[config.mk]
export PLATFORM = sky130hd
export DESIGN_NAME = compressor_err_sweep
export DESIGN_NICKNAME = d
export VERILOG_FILES = /design/src/rtl/compressor_pkg.sv /design/src/rtl/compressor_err_sweep_lfsr_gen.sv /design/src/rtl/compressor_err_sweep.sv
export SDC_FILE = /design/constraint.sdc
export NUM_CORES = 1
export LEC_CHECK = 0
export ABC_AREA = 1
export CELL_PAD_IN_SITES_DETAIL_PLACEMENT = 0
export CELL_PAD_IN_SITES_GLOBAL_PLACEMENT = 2
export CORE_MARGIN = 5
export CORE_UTILIZATION = 33
export CTS_CLUSTER_SIZE = 25
export DETAILED_ROUTE_END_ITERATION = 7
export PLACE_DENSITY = 0.84
export SETUP_SLACK_MARGIN = 0.1
export SYNTH_ARGS = -nofsm -noshare
export SYNTH_HDL_FRONTEND = slang
export SYNTH_SLANG_ARGS = --single-unit
[constraint.sdc]
create_clock -name clk -period 4.4 [get_ports clk]
set_clock_uncertainty 0.2 [all_clocks]
set_input_delay 0.44 -clock clk [delete_from_list [all_inputs] [get_ports clk]]
set_output_delay 0.44 -clock clk [all_outputs]
set_load 0.02 [all_outputs]
[src/rtl/compressor_pkg.sv]
// Shared types and helpers for the compressor error-sweep engine.
package compressor_pkg;

    localparam int LFSR_MIN_W = 4;
    localparam int LFSR_MAX_W = 16;

    typedef enum logic [1:0] {
        IDLE  = 2'd0,
        RUN   = 2'd1,
        DRAIN = 2'd2,
        DONE  = 2'd3
    } sweep_state_t;

    // Maximal-length Fibonacci taps; bit (t-1) set for tap t, shift toward MSB.
    function automatic logic [LFSR_MAX_W-1:0] lfsr_taps(input int width);
        logic [LFSR_MAX_W-1:0] taps;
        case (width)
            4:       taps = 16'h000C;
            5:       taps = 16'h0014;
            6:       taps = 16'h0030;
            7:       taps = 16'h0060;
            8:       taps = 16'h00B8;
            9:       taps = 16'h0110;
            10:      taps = 16'h0240;
            11:      taps = 16'h0500;
            12:      taps = 16'h0829;
            13:      taps = 16'h100D;
            14:      taps = 16'h2015;
            15:      taps = 16'h6000;
            16:      taps = 16'hD008;
            default: taps = 16'h0000;
        endcase
        return taps;
    endfunction

endpackage

[src/rtl/compressor_err_sweep_lfsr_gen.sv]
// Loadable Fibonacci LFSR used as the random vector source of the sweep.
module lfsr_gen
#(
    parameter int W = 8
) (
    input  logic         clk,
    input  logic         rst_n,
    input  logic         i_load,
    input  logic         i_advance,
    input  logic [W-1:0] i_seed,
    output logic [W-1:0] o_state
);
    import compressor_pkg::*;

    localparam logic [W-1:0] TAPS = W'(lfsr_taps(W));

    logic [W-1:0] r_state;
    logic         w_feedback;

    assign w_feedback = ^(r_state & TAPS);
    assign o_state    = r_state;

    // An all-zero seed would lock the register, so it is replaced by 1.
    always_ff @(posedge clk or negedge rst_n) begin
        if (!rst_n) begin
            r_state <= '0;
        end else if (i_load) begin
            r_state <= (i_seed == '0) ? W'(1) : i_seed;
        end else if (i_advance) begin
            r_state <= {r_state[W-2:0], w_feedback};
        end
    end

endmodule

[src/rtl/compressor_err_sweep.sv]
// Error-characterisation engine: drives vectors to an exact/approximate
// compressor pair and accumulates error statistics after a fixed latency.
module compressor_err_sweep
    import compressor_pkg::*;
#(
    parameter  int IN_W  = 8,
    parameter  int OUT_W = 2,
    parameter  int LAT   = 1,
    localparam int CNT_W = IN_W + 1
) (
    input  logic                   clk,
    input  logic                   rst_n,
    input  logic                   start,
    input  logic                   mode,
    input  logic [CNT_W-1:0]       num_vec,
    input  logic [IN_W-1:0]        seed,
    input  logic [OUT_W-1:0]       exact_res,
    input  logic [OUT_W-1:0]       approx_res,
    output logic [IN_W-1:0]        vec,
    output logic                   vec_valid,
    output logic                   busy,
    output logic                   done,
    output logic [CNT_W-1:0]       vec_count,
    output logic [CNT_W-1:0]       err_count,
    output logic [CNT_W+OUT_W-1:0] sum_abs_err,
    output logic [CNT_W+OUT_W:0]   sum_err,
    output logic [OUT_W-1:0]       max_abs_err
);

    localparam int SUM_W  = CNT_W + OUT_W;
    localparam int SERR_W = CNT_W + OUT_W + 1;
    localparam int DRN_W  = $clog2(LAT + 1) + 1;
    localparam logic [DRN_W-1:0] DRN_LAST = DRN_W'(LAT);
    localparam logic [CNT_W-1:0] VEC_LAST = {1'b0, {IN_W{1'b1}}};

    sweep_state_t       r_state;
    logic               r_mode;
    logic [CNT_W-1:0]   r_addr;
    logic [CNT_W-1:0]   r_last;
    logic [DRN_W-1:0]   r_drain;
    logic               r_vec_valid;
    logic               r_busy;
    logic               r_done;

    logic [CNT_W-1:0]   r_vec_count;
    logic [CNT_W-1:0]   r_err_count;
    logic [SUM_W-1:0]   r_sum_abs;
    logic [SERR_W-1:0]  r_sum_err;
    logic [OUT_W-1:0]   r_max_abs;

    logic               w_accept;
    logic               w_last;
    logic               w_score;
    logic               w_lfsr_adv;
    logic [IN_W-1:0]    w_lfsr_state;
    logic signed [OUT_W:0] w_diff;
    logic [OUT_W:0]     w_neg;
    logic [OUT_W-1:0]   w_abs;

    assign w_accept   = (r_state == IDLE) && start;
    assign w_last     = (r_addr == r_last);
    assign w_lfsr_adv = (r_state == RUN) && r_mode && !w_last;

    lfsr_gen #(
        .W (IN_W)
    ) u_lfsr (
        .clk       (clk),
        .rst_n     (rst_n),
        .i_load    (w_accept),
        .i_advance (w_lfsr_adv),
        .i_seed    (seed),
        .o_state   (w_lfsr_state)
    );

    assign vec         = r_mode ? w_lfsr_state : r_addr[IN_W-1:0];
    assign vec_valid   = r_vec_valid;
    assign busy        = r_busy;
    assign done        = r_done;
    assign vec_count   = r_vec_count;
    assign err_count   = r_err_count;
    assign sum_abs_err = r_sum_abs;
    assign sum_err     = r_sum_err;
    assign max_abs_err = r_max_abs;

    // DRAIN lasts LAT+1 cycles so the final result is scored before done rises;
    // an empty LFSR run enters DRAIN already at its terminal count.
    always_ff @(posedge clk or negedge rst_n) begin
        if (!rst_n) begin
            r_state     <= IDLE;
            r_mode      <= 1'b0;
            r_addr      <= '0;
            r_last      <= '0;
            r_drain     <= '0;
            r_vec_valid <= 1'b0;
            r_busy      <= 1'b0;
            r_done      <= 1'b0;
        end else begin
            case (r_state)
                IDLE: begin
                    if (start) begin
                        r_mode <= mode;
                        r_addr <= '0;
                        r_busy <= 1'b1;
                        if (mode && (num_vec == '0)) begin
                            r_state     <= DRAIN;
                            r_drain     <= DRN_LAST;
                            r_vec_valid <= 1'b0;
                        end else begin
                            r_state     <= RUN;
                            r_vec_valid <= 1'b1;
                            r_last      <= mode ? (num_vec - CNT_W'(1)) : VEC_LAST;
                        end
                    end
                end
                RUN: begin
                    if (w_last) begin
                        r_state     <= DRAIN;
                        r_drain     <= '0;
                        r_vec_valid <= 1'b0;
                    end else begin
                        r_addr <= r_addr + CNT_W'(1);
                    end
                end
                DRAIN: begin
                    if (r_drain == DRN_LAST) begin
                        r_state <= DONE;
                        r_done  <= 1'b1;
                    end else begin
                        r_drain <= r_drain + DRN_W'(1);
                    end
                end
                DONE: begin
                    r_state <= IDLE;
                    r_done  <= 1'b0;
                    r_busy  <= 1'b0;
                end
                default: r_state <= IDLE;
            endcase
        end
    end

    generate
        if (LAT == 0) begin : g_valid_comb
            assign w_score = r_vec_valid;
        end else begin : g_valid_pipe
            logic [LAT-1:0] r_pipe;
            always_ff @(posedge clk or negedge rst_n) begin
                if (!rst_n) begin
                    r_pipe <= '0;
                end else begin
                    r_pipe[0] <= r_vec_valid;
                    for (int i = 1; i < LAT; i++) begin
                        r_pipe[i] <= r_pipe[i-1];
                    end
                end
            end
            assign w_score = r_pipe[LAT-1];
        end
    endgenerate

    assign w_diff = $signed({1'b0, exact_res}) - $signed({1'b0, approx_res});
    assign w_neg  = -w_diff;
    assign w_abs  = w_diff[OUT_W] ? w_neg[OUT_W-1:0] : w_diff[OUT_W-1:0];

    // Clearing on an accepted start wins; metrics otherwise hold in IDLE.
    always_ff @(posedge clk or negedge rst_n) begin
        if (!rst_n) begin
            r_vec_count <= '0;
            r_err_count <= '0;
            r_sum_abs   <= '0;
            r_sum_err   <= '0;
            r_max_abs   <= '0;
        end else if (w_accept) begin
            r_vec_count <= '0;
            r_err_count <= '0;
            r_sum_abs   <= '0;
            r_sum_err   <= '0;
            r_max_abs   <= '0;
        end else if (w_score) begin
            r_vec_count <= r_vec_count + CNT_W'(1);
            if (w_diff != '0) begin
                r_err_count <= r_err_count + CNT_W'(1);
            end
            r_sum_abs <= r_sum_abs + {{(SUM_W-OUT_W){1'b0}}, w_abs};
            r_sum_err <= r_sum_err + {{(SERR_W-OUT_W-1){w_diff[OUT_W]}}, w_diff};
            if (w_abs > r_max_abs) begin
                r_max_abs <= w_abs;
            end
        end
    end

endmodule

==> results by group <==
Floorplan
  – Full die area: 17900 µm²
  – IO Count: 79
  – Row cnt: 45
  – Die Y: 134 µm
  – Core area: 15100 µm²
  – Initial core utilization: 33.4%
  – Die W: 134 µm

Critical path
  – Crit-path cells: clkdlybuf4s50_1, inv_1, ha_1, inv_1, fa_1, xnor2_1, inv_1, ha_1, a21oi_1, nor2_1, nand2_1, nor2_1, nand2_1, nor2_1, nand2_1, nand2_1, nor2_1
  – Reg2reg setup slack: 2100 ps
  – CP Capture Type: register
  – Buf/Inv on CP: 4
  – Critical path's slowest cell: fa_1
  – R2r startpoint: r_state[0]
  – Crit path DAT: 3250 ps
  – Crit Path Class: input port to register
  – CP startpoint: exact_res[0]
  – Delay-heaviest family, CP: adder cells
  – Crit path required time: 4430 ps
  – CP Launch Type: input port
  – Crit path max fanout: 3
  – Worst path max stage delay: 480 ps

Clocking
  – Worst-Skew Late Latency: 340 ps
  – TritonCTS Buffers: 9
  – Hold Buf Count CTS: 1
  – Clk root buf: clkbuf_16
  – Worst-path clk slew: 60 ps
  – Clock Tree Buf Depth: 2
  – CTS Sinks: 78
  – Post-CTS setup repair buffer count: 0
  – H-tree depth: 3
  – TritonCTS clock tree: done
  – Post-CTS Resized: 0

Global routing
  – Largest net degree at the start of global routing: 49
  – Vias in the first global route: 4471
  – First-pass GRT wire length: 22500 µm
  – Initial antenna violation count: 0
  – Total gr overflow: 0
  – GR Util All Layers: 15.3%

Final layout
  – Nets@finish: 813
  – # fillers: 1552
  – Layout cells sized above 1: 5.64%
  – Multi-input logic area: 2640 µm²
  – Final cell count without fillers: 950
  – # diodes: 0
  – Storage element area: 1950 µm²
  – Area growth from synthesis to layout: 25.3%

Place
  – Placed Cells incl. Taps: 933
  – Port Buffers: 78
  – DP HPWL: 9780 µm
  – Setup WS pre-CTS: 785 ps
  – GP Congestion: 0.791

Logic synthesis
  – Sequential area share after synthesis: 38.7%
  – Syn nets: 733
  – Synthesized flop and latch total: 78
  – Yosys warns: 0
  – Synth Instances: 677
  – Cell area after synthesis: 5040 µm²
  – Syn avg cell area: 7.45 µm²
  – Post-synthesis cell type count: 42

Timing
  – Post-route setup TNS: 0 ps
  – Final worst path period share: 73.1%
  – Worst Max-Slew Pin Slew: 745 ps
  – Final hold vios: 0
  – Setup violators final: 0
  – Setup repair after global routing missed its margin: false
  – Final WS setup: 1180 ps
  – Minimum clock period: 3220 ps
  – Relative slew slack: 50.3%
  – Max Slew Vio Count: 0
  – FMAX: 311 MHz

Pwr
  – Pwr dens: 583 nW/µm²
  – Leak Pwr: 2.97 nW
  – VDD IR max: 0.216 mV

Run
  – # Max-Cap Violations: 0

Detailed routing
  – Post-DR wirelength/cell: 13.7 µm
  – Via density: 4.81
  – DR vias: 4568
  – Initial DRC count: 278
  – DRT Wirelength: 13000 µm
  – Drt first pass iters: 4
  – Post-route DRC: 0
  – Post-DRT Antenna Nets: 0

Status
  – Status: completed

Min path
  – Min-delay src: vec_valid
  – Hold Path Class: register to register
## cell families (layout without fill, tap and decap cells)
group	after synthesis	in the layout	share of synthesized area, %
AO/OA/AOI/OAI	106	106	11.9
XOR/XNOR	15	15	2.61
buffers and inverters	112	197	8.88
adder cells (fa/ha/maj)	31	31	8.14
multiplexers	1	1	0.223
AND/OR/NAND/NOR	334	334	29.6
flip-flops	78	78	38.7
## placed cells by master (no fill, tap or decap), drive strengths merged
master,count
nor2,61
mux2,1
o21bai,1
a32o,1
xor2,6
xnor2,9
clkdlybuf4s50,77
a22o,4
ha,28
inv,100
clkinvlp,1
nand2,192
buf,3
clkinv,1
fa,3
a2bb2oi,1
bufinv,1
dlygate4sd3,1
nand4,18
a22oi,3
a21oi,31
nand3b,2
or2,1
nand3,48
nor3,12
o22ai,4
o21a,2
a21o,1
clkbuf,13
o31ai,1
o21ai,57
dfrtp,78
## where the power goes
group	internal [mW]	leakage (nW)	switching (mW)
clock network	0.470	0.146	0.301
logic	0.701	1.81	1.04
registers	0.934	1.01	0.236
total	2.11	2.97	1.58
## cell type report
cell class	instances	area share (%)
multi-input combinational	487	41.8
inverter	100	6.02
timing repair buffer	81	12.7
tap	188	3.72
clock buffer	13	4.12
clock inverter	3	0.674
sequential	78	30.9
## stage by stage
| step | total power [mW] | area (µm²) | util, % | hold slack, ps |
|---|---|---|---|---|
| 2_1_floorplan | 2.35 | 5040 | - | -55.6 |
| 3_3_place_gp | 2.92 | 6000 | 39.8 | 253 |
| 3_5_place_dp | 2.95 | 6000 | 39.8 | 245 |
| 4_1_cts | 3.74 | 6320 | 41.9 | 263 |
| 5_1_grt | 4.02 | 6320 | 41.9 | 275 |
| 6_report | 3.68 | 6320 | 41.9 | 263 |
## per-layer routing
metal,GRT usage (%),wire (µm),vias up
li1,-,-,2355
met3,2.08,325,10
met5,0,0,-
met1,19.9,6090,2143
met2,25.9,6380,60
met4,5.54,180,0
## path summary, 6_finish.rpt
check | to | cells after the start
worst max-delay path | sum_abs_err[7] | 17
worst min-delay path | g_valid_pipe.r_pipe | 0
min in group asynchronous | vec_count[3] | 2
max in group asynchronous | r_addr[5] | 3
worst max register to register | sum_err[2] | 7
worst min register to register | g_valid_pipe.r_pipe | 0
## cell usage after synthesis, drive strengths merged
master	number	share of area, %
a21o	1	0.15
a21oi	31	3.3
a22o	4	0.69
a22oi	3	0.45
a2bb2oi	1	0.17
a32o	1	0.20
buf	9	1.1
clkbuf	3	0.22
dfrtp	78	39
fa	3	1.2
ha	28	6.9
inv	100	7.5
mux2	1	0.22
nand2	192	15
nand3	48	5.4
nand3b	2	0.30
nand4	18	2.4
nor2	61	4.8
nor3	12	1.8
o21a	2	0.30
o21ai	57	5.8
o21bai	1	0.15
o22ai	4	0.50
o31ai	1	0.15
or2	1	0.12
xnor2	9	1.6
xor2	6	1.0
## sequential cells by signal, summed over array words and instances, names as in the netlist
signal,count
sum_abs_err,11
err_count,9
busy,1
g_valid_pipe.r_pipe,1
r_mode,1
r_last,9
r_drain,2
vec_valid,1
r_addr,9
max_abs_err,2
sum_err,12
done,1
vec_count,9
u_lfsr.o_state,8
r_state,2
No activity file was read; power rests on OpenSTA's default activity.
